### config.mk
export PLATFORM = sky130hd
export DESIGN_NAME = skewed_mem_control
export DESIGN_NICKNAME = d
export VERILOG_FILES = /design/src/rtl/skewed_mem_control.sv
export SDC_FILE = /design/constraint.sdc
export NUM_CORES = 1
export LEC_CHECK = 0
export ABC_AREA = 1
export ABC_CLOCK_PERIOD_IN_PS = 5200
export CORE_MARGIN = 2
export CORE_UTILIZATION = 56
export DETAILED_ROUTE_END_ITERATION = 12
export PLACE_DENSITY = 0.78
export SYNTH_ARGS = -nofsm -noshare
export SYNTH_HDL_FRONTEND = slang
export SYNTH_SLANG_ARGS = --single-unit
export TNS_END_PERCENT = 1
### constraint.sdc
create_clock -name clk -period 5.2 [get_ports clk]
set_input_delay 0.78 -clock clk [delete_from_list [all_inputs] [get_ports clk]]
set_output_delay 0.78 -clock clk [all_outputs]
set_load 0.02 [all_outputs]
### src/rtl/skewed_mem_control.sv
// Streams a num_row x num_col tile out of the unified buffer as per-column read
// addresses/enables, optionally skewed diagonally for the systolic array wavefront.
module skewed_mem_control #(
    parameter int addr_width   = 8,
    parameter int width_height = 16
) (
    input  logic                                 clk,
    input  logic                                 reset,
    input  logic                                 start,
    input  logic [addr_width-1:0]                base_addr,
    input  logic [addr_width-1:0]                stride,
    input  logic [$clog2(width_height)-1:0]      num_row,
    input  logic [$clog2(width_height)-1:0]      num_col,
    input  logic                                 skew,
    input  logic                                 pause,
    output logic [addr_width*width_height-1:0]   out_addr,
    output logic [width_height-1:0]             out_en,
    output logic                                 busy,
    output logic                                 done
);

    localparam int cnt_w = $clog2(width_height);
    localparam int t_w   = $clog2(2 * width_height);

    typedef enum logic [1:0] {IDLE, RUN, DONE} state_t;

    state_t                  state;
    logic [t_w-1:0]          t;
    logic [addr_width-1:0]   base_q;
    logic [addr_width-1:0]   stride_q;
    logic [cnt_w-1:0]        num_row_q;
    logic [cnt_w-1:0]        num_col_q;
    logic                    skew_q;

    logic [t_w:0]                          row [width_height];
    logic [width_height-1:0]              beat_en;
    logic [addr_width*width_height-1:0]   beat_addr;
    logic [t_w-1:0]                        last_t;

    // row[c] carries one extra sign bit so columns not yet reached by the wavefront go negative.
    always_comb begin
        // NOTE: every combinational output gets a default first so no path can infer a latch.
        beat_en   = '0;
        beat_addr = '0;
        for (int c = 0; c < width_height; c++) begin
            row[c] = {1'b0, t} - (skew_q ? (t_w+1)'(c) : '0);
            if ((cnt_w'(c) <= num_col_q) && !row[c][t_w] &&
                (row[c][t_w-1:0] <= t_w'(num_row_q))) begin
                beat_en[c] = 1'b1;
                beat_addr[c*addr_width +: addr_width] =
                    base_q + addr_width'(row[c][t_w-1:0]) * stride_q;
            end
        end
        last_t = t_w'(num_row_q) + (skew_q ? t_w'(num_col_q) : '0);
    end

    // NOTE: all state and registered outputs use non-blocking assignments so every
    // register samples the pre-edge values regardless of statement order.
    always_ff @(posedge clk) begin
        if (reset) begin
            state     <= IDLE;
            t         <= '0;
            base_q    <= '0;
            stride_q  <= '0;
            num_row_q <= '0;
            num_col_q <= '0;
            skew_q    <= 1'b0;
            out_en    <= '0;
            out_addr  <= '0;
            busy      <= 1'b0;
            done      <= 1'b0;
        end else begin
            out_en   <= '0;
            out_addr <= '0;
            done     <= 1'b0;
            case (state)
                IDLE: begin
                    busy <= 1'b0;
                    if (start) begin
                        base_q    <= base_addr;
                        stride_q  <= stride;
                        num_row_q <= num_row;
                        num_col_q <= num_col;
                        skew_q    <= skew;
                        t         <= '0;
                        busy      <= 1'b1;
                        state     <= RUN;
                    end
                end
                RUN: begin
                    if (!pause) begin
                        out_en   <= beat_en;
                        out_addr <= beat_addr;
                        t        <= t + 1'b1;
                        if (t == last_t) state <= DONE;
                    end
                end
                DONE: begin
                    busy  <= 1'b0;
                    done  <= 1'b1;
                    state <= IDLE;
                end
                default: state <= IDLE;
            endcase
        end
    end

endmodule

==> flow_summary.json <==
{
  "run_status": "completed",
  "setup-tns-final_ns": 0,
  "crit_path_end": "out_addr[63]",
  "detail-route-antenna-nets": 0,
  "routed-via-count": 15200,
  "critical_path.n_buffers_inverters": 3,
  "power.leakage_nw": 10.7,
  "initial_cell_density_of_the_core_pct": 57.0,
  "timing.critical_path.slowest_cell_delay_ns": 0.52,
  "yosysWarnings": 0,
  "dominantRegCellSynth": "dfxtp_1",
  "chipWidth_um": 184,
  "io_pins": 175,
  "critical_path_depth": 17,
  "wire_per_inst_um": 16.5,
  "grt_first_pass_wirelength_mm": 78.1,
  "r2r-end": "out_addr[63]",
  "gpl.final_weighted_congestion": 0.994,
  "stdcell_count": 2910,
  "post-dp-hpwl_mm": 38.7,
  "worstHoldPathType": "reg -> reg",
  "arrival_time_reported_for_the_critical_path_endpoint_ns": 5.19,
  "post_route_cells_drive_above_1_share_pct": 8.09,
  "cp_cell_sequence": "inv_1 > ha_1 > a21oi_1 > nand2_4 > xor2_1 > nor2_1 > fa_1 > inv_1 > fa_1 > inv_1 > fa_1 > ha_1 > nand2_1 > o311ai_0 > nand3_1 > a21oi_1 > nor2_1",
  "end_kind": "register",
  "critical_path.top_delay_family": "adder cells",
  "mappedNetlistArea_mm2": 0.0180,
  "grt_max_degree": 46,
  "post_layout_minimum_cycle_time_ns": 4.83,
  "grt.overflow.total": 0,
  "post_synth_inst_count": 2318,
  "cts_setup_buffers": 0,
  "cts.hold.buffers_added": 0,
  "power_per_cell_area_mw_per_mm2": 251,
  "cts.htree.levels": 4,
  "grt_usage_pct": 29.9,
  "totalWireLength_mm": 48.0,
  "layout_worst_path_cycle_share_pct": 93.0,
  "clk_transition_reported_paths_ns": 0.08,
  "ys_async_sr_fraction_pct": 0,
  "critical_path_required_ns": 5.56,
  "timing_hold_violations_final": 0,
  "cts_made_buffers": 17,
  "die_ar_mm2": 0.0337,
  "drv_cap": 0,
  "cts_resized": 0,
  "routed_via_density": 5.24,
  "ff2ff_path_depth": 17,
  "final_number_of_setup_violating_endpoints": 0,
  "number_of_drc_markers_in_iteration_0": 1075,
  "floorplan.rows": 65,
  "placedCellCount": 2879,
  "design.final.nets": 2899,
  "r2r-start": "skew_q",
  "critical_path.startpoint_type": "register",
  "coreArea_mm2": 0.0316,
  "timing.critical_path.fanout_max": 10,
  "clockRootBuffer": "clkbuf_16",
  "clkLatencyLatePin_ns": 0.47,
  "fp.dieH_um": 184,
  "numClockSinks": 178,
  "syn2layout_area_growth_pct": 16.0,
  "first_global_vias": 15400,
  "cts.path.max_buffers": 2,
  "worst_clock_skew_ns": 0.0193,
  "drc_errors_left": 0,
  "cts_tree": "done",
  "crit_path_start": "skew_q",
  "synth_cell_type_count": 57,
  "postSynthRegisterBits": 178,
  "max-slew-margin-rel_pct": 39.7,
  "diodes_inserted": 0,
  "unrepaired_setup_endpoints_after_global_routing": "no",
  "fmaxAchievable_mhz": 207,
  "first_drt_pass_iteration_count": 7,
  "avgSynthCellArea_um2": 7.79,
  "ir_drop_mv": 0.241,
  "critPathKind": "reg -> reg",
  "final_max_slew_viol_count": 0,
  "worst-r2r-setup-slack_ns": 0.37,
  "final.fill_count": 2668,
  "worst_pin_slew_ns": 0.903,
  "grt_antenna_before_repair": 0,
  "port_buffers": 174,
  "synth.net_count": 2721,
  "yosysSeqAreaShare_pct": 19.7,
  "critical_path.slowest_cell": "fa_1",
  "synth-edff-count": 0
}
==> cells in the final DEF (no fill, tap or decap), types with 6 or more instances in the layout <==
cell / count
clkdlybuf4s50_1: 174
nand3_2: 6
o21ai_1: 8
o21ai_0: 53
xor2_2: 6
nor2_2: 14
inv_2: 28
nor3_1: 9
o21ai_2: 9
ha_1: 168
a21oi_2: 6
inv_1: 472
nand2_1: 415
o21bai_1: 7
dfxtp_1: 178
nand2_4: 12
nand3_1: 96
buf_4: 31
xor2_1: 47
nand2_2: 25
nor2_4: 6
clkbuf_16: 17
fa_1: 203
nor2_1: 301
a21oi_1: 81
xnor2_1: 35
a21o_1: 11
nand3b_1: 12
==> cells by family after synthesis <==
kind of cell / share of synthesized area, %
AOI/OAI and AO/OA: 6.39
xor gates and xnor gates: 4.93
adders and majority gates: 34.4
buffers and inverters: 12.0
DFF: 19.7
and+or+nand+nor: 22.6
==> routing by layer <==
layer  share of wire, %  track usage (%)  vias to the layer above  wire length (um)
met5                  0                0                        -                 0
li1                   -                -                     7363                 -
met4                2.4             8.58                        0              1140
met3                8.2             6.93                       80              3930
met2                 45             47.6                      551             21800
met1                 44             40.9                     7241             21100
==> power breakdown <==
group / internal [mW] / switching (mW)
sequential: 1.39 / 0.0448
combinational: 0.897 / 1.54
clock: 0.794 / 0.587
==> area by class of cell <==
type	instances	area, um^2	share of cell area [%]
multi-input combinational	1587	12300	58.9
sequential	178	3560	17.0
timing repair buffer	207	2010	9.62
inverter	505	1900	9.05
tap	402	503	2.40
clock buffer	20	467	2.23
clock inverter	11	153	0.729
==> through the flow <==
| stage | cell area (um^2) | hold WS [ns] | power, mW | setup slack, ns | util, % |
|---|---|---|---|---|---|
| 2_1_floorplan | 18000 | 0.459 | 3.27 | 0.502 | - |
| 3_3_place_gp | 20300 | 0.461 | 3.80 | 0.403 | 64.2 |
| 3_5_place_dp | 20300 | 0.470 | 3.87 | 0.300 | 64.2 |
| 4_1_cts | 20900 | 0.480 | 5.27 | 0.264 | 66.1 |
| 5_1_grt | 20900 | 0.515 | 5.69 | 0.00797 | 66.2 |
| 6_report | 20900 | 0.481 | 5.26 | 0.366 | 66.2 |
==> flip-flops by register name, indices dropped and copies added, names as in the netlist <==
signal and flops:
out_addr 128, out_en 16, base_q 8, stride_q 8
t 5, num_col_q 4, num_row_q 4, state 2
busy 1, done 1, skew_q 1
==> synth_stat cells (14+ instances only) <==
library cell,count,area [um^2]
nand3_1,96,480
inv_2,28,105
inv_1,472,1770
xnor2_1,36,315
ha_1,170,2130
nor2_1,301,1130
xor2_1,47,412
clkbuf_1,21,78.8
nand2_1,415,1560
nand2_2,25,156
a21oi_1,81,405
o21ai_0,53,265
dfxtp_1,178,3560
nor2_2,14,87.6
fa_1,204,4080
==> how the worst min path moves through the flow <==
stage,startpoint,to,slack (ns),cells after the start
floorplan,state[1],done,0.46,2
global placement,stride_q[6],stride_q[6],0.46,2
detailed placement,stride_q[6],stride_q[6],0.47,2
CTS,stride_q[6],stride_q[6],0.48,2
global route,stride_q[6],stride_q[6],0.52,2
finish,busy,busy,0.48,2
==> tightest hold or removal path, delay by kind of cell (launching register included) <==
| kind | cells | cell delay [ns] |
|---|---|---|
| simple gates | 1 | 0.06 |
| compound gates | 1 | 0.06 |
| flops | 1 | 0.32 |
No activity file was read; power rests on OpenSTA's default activity.
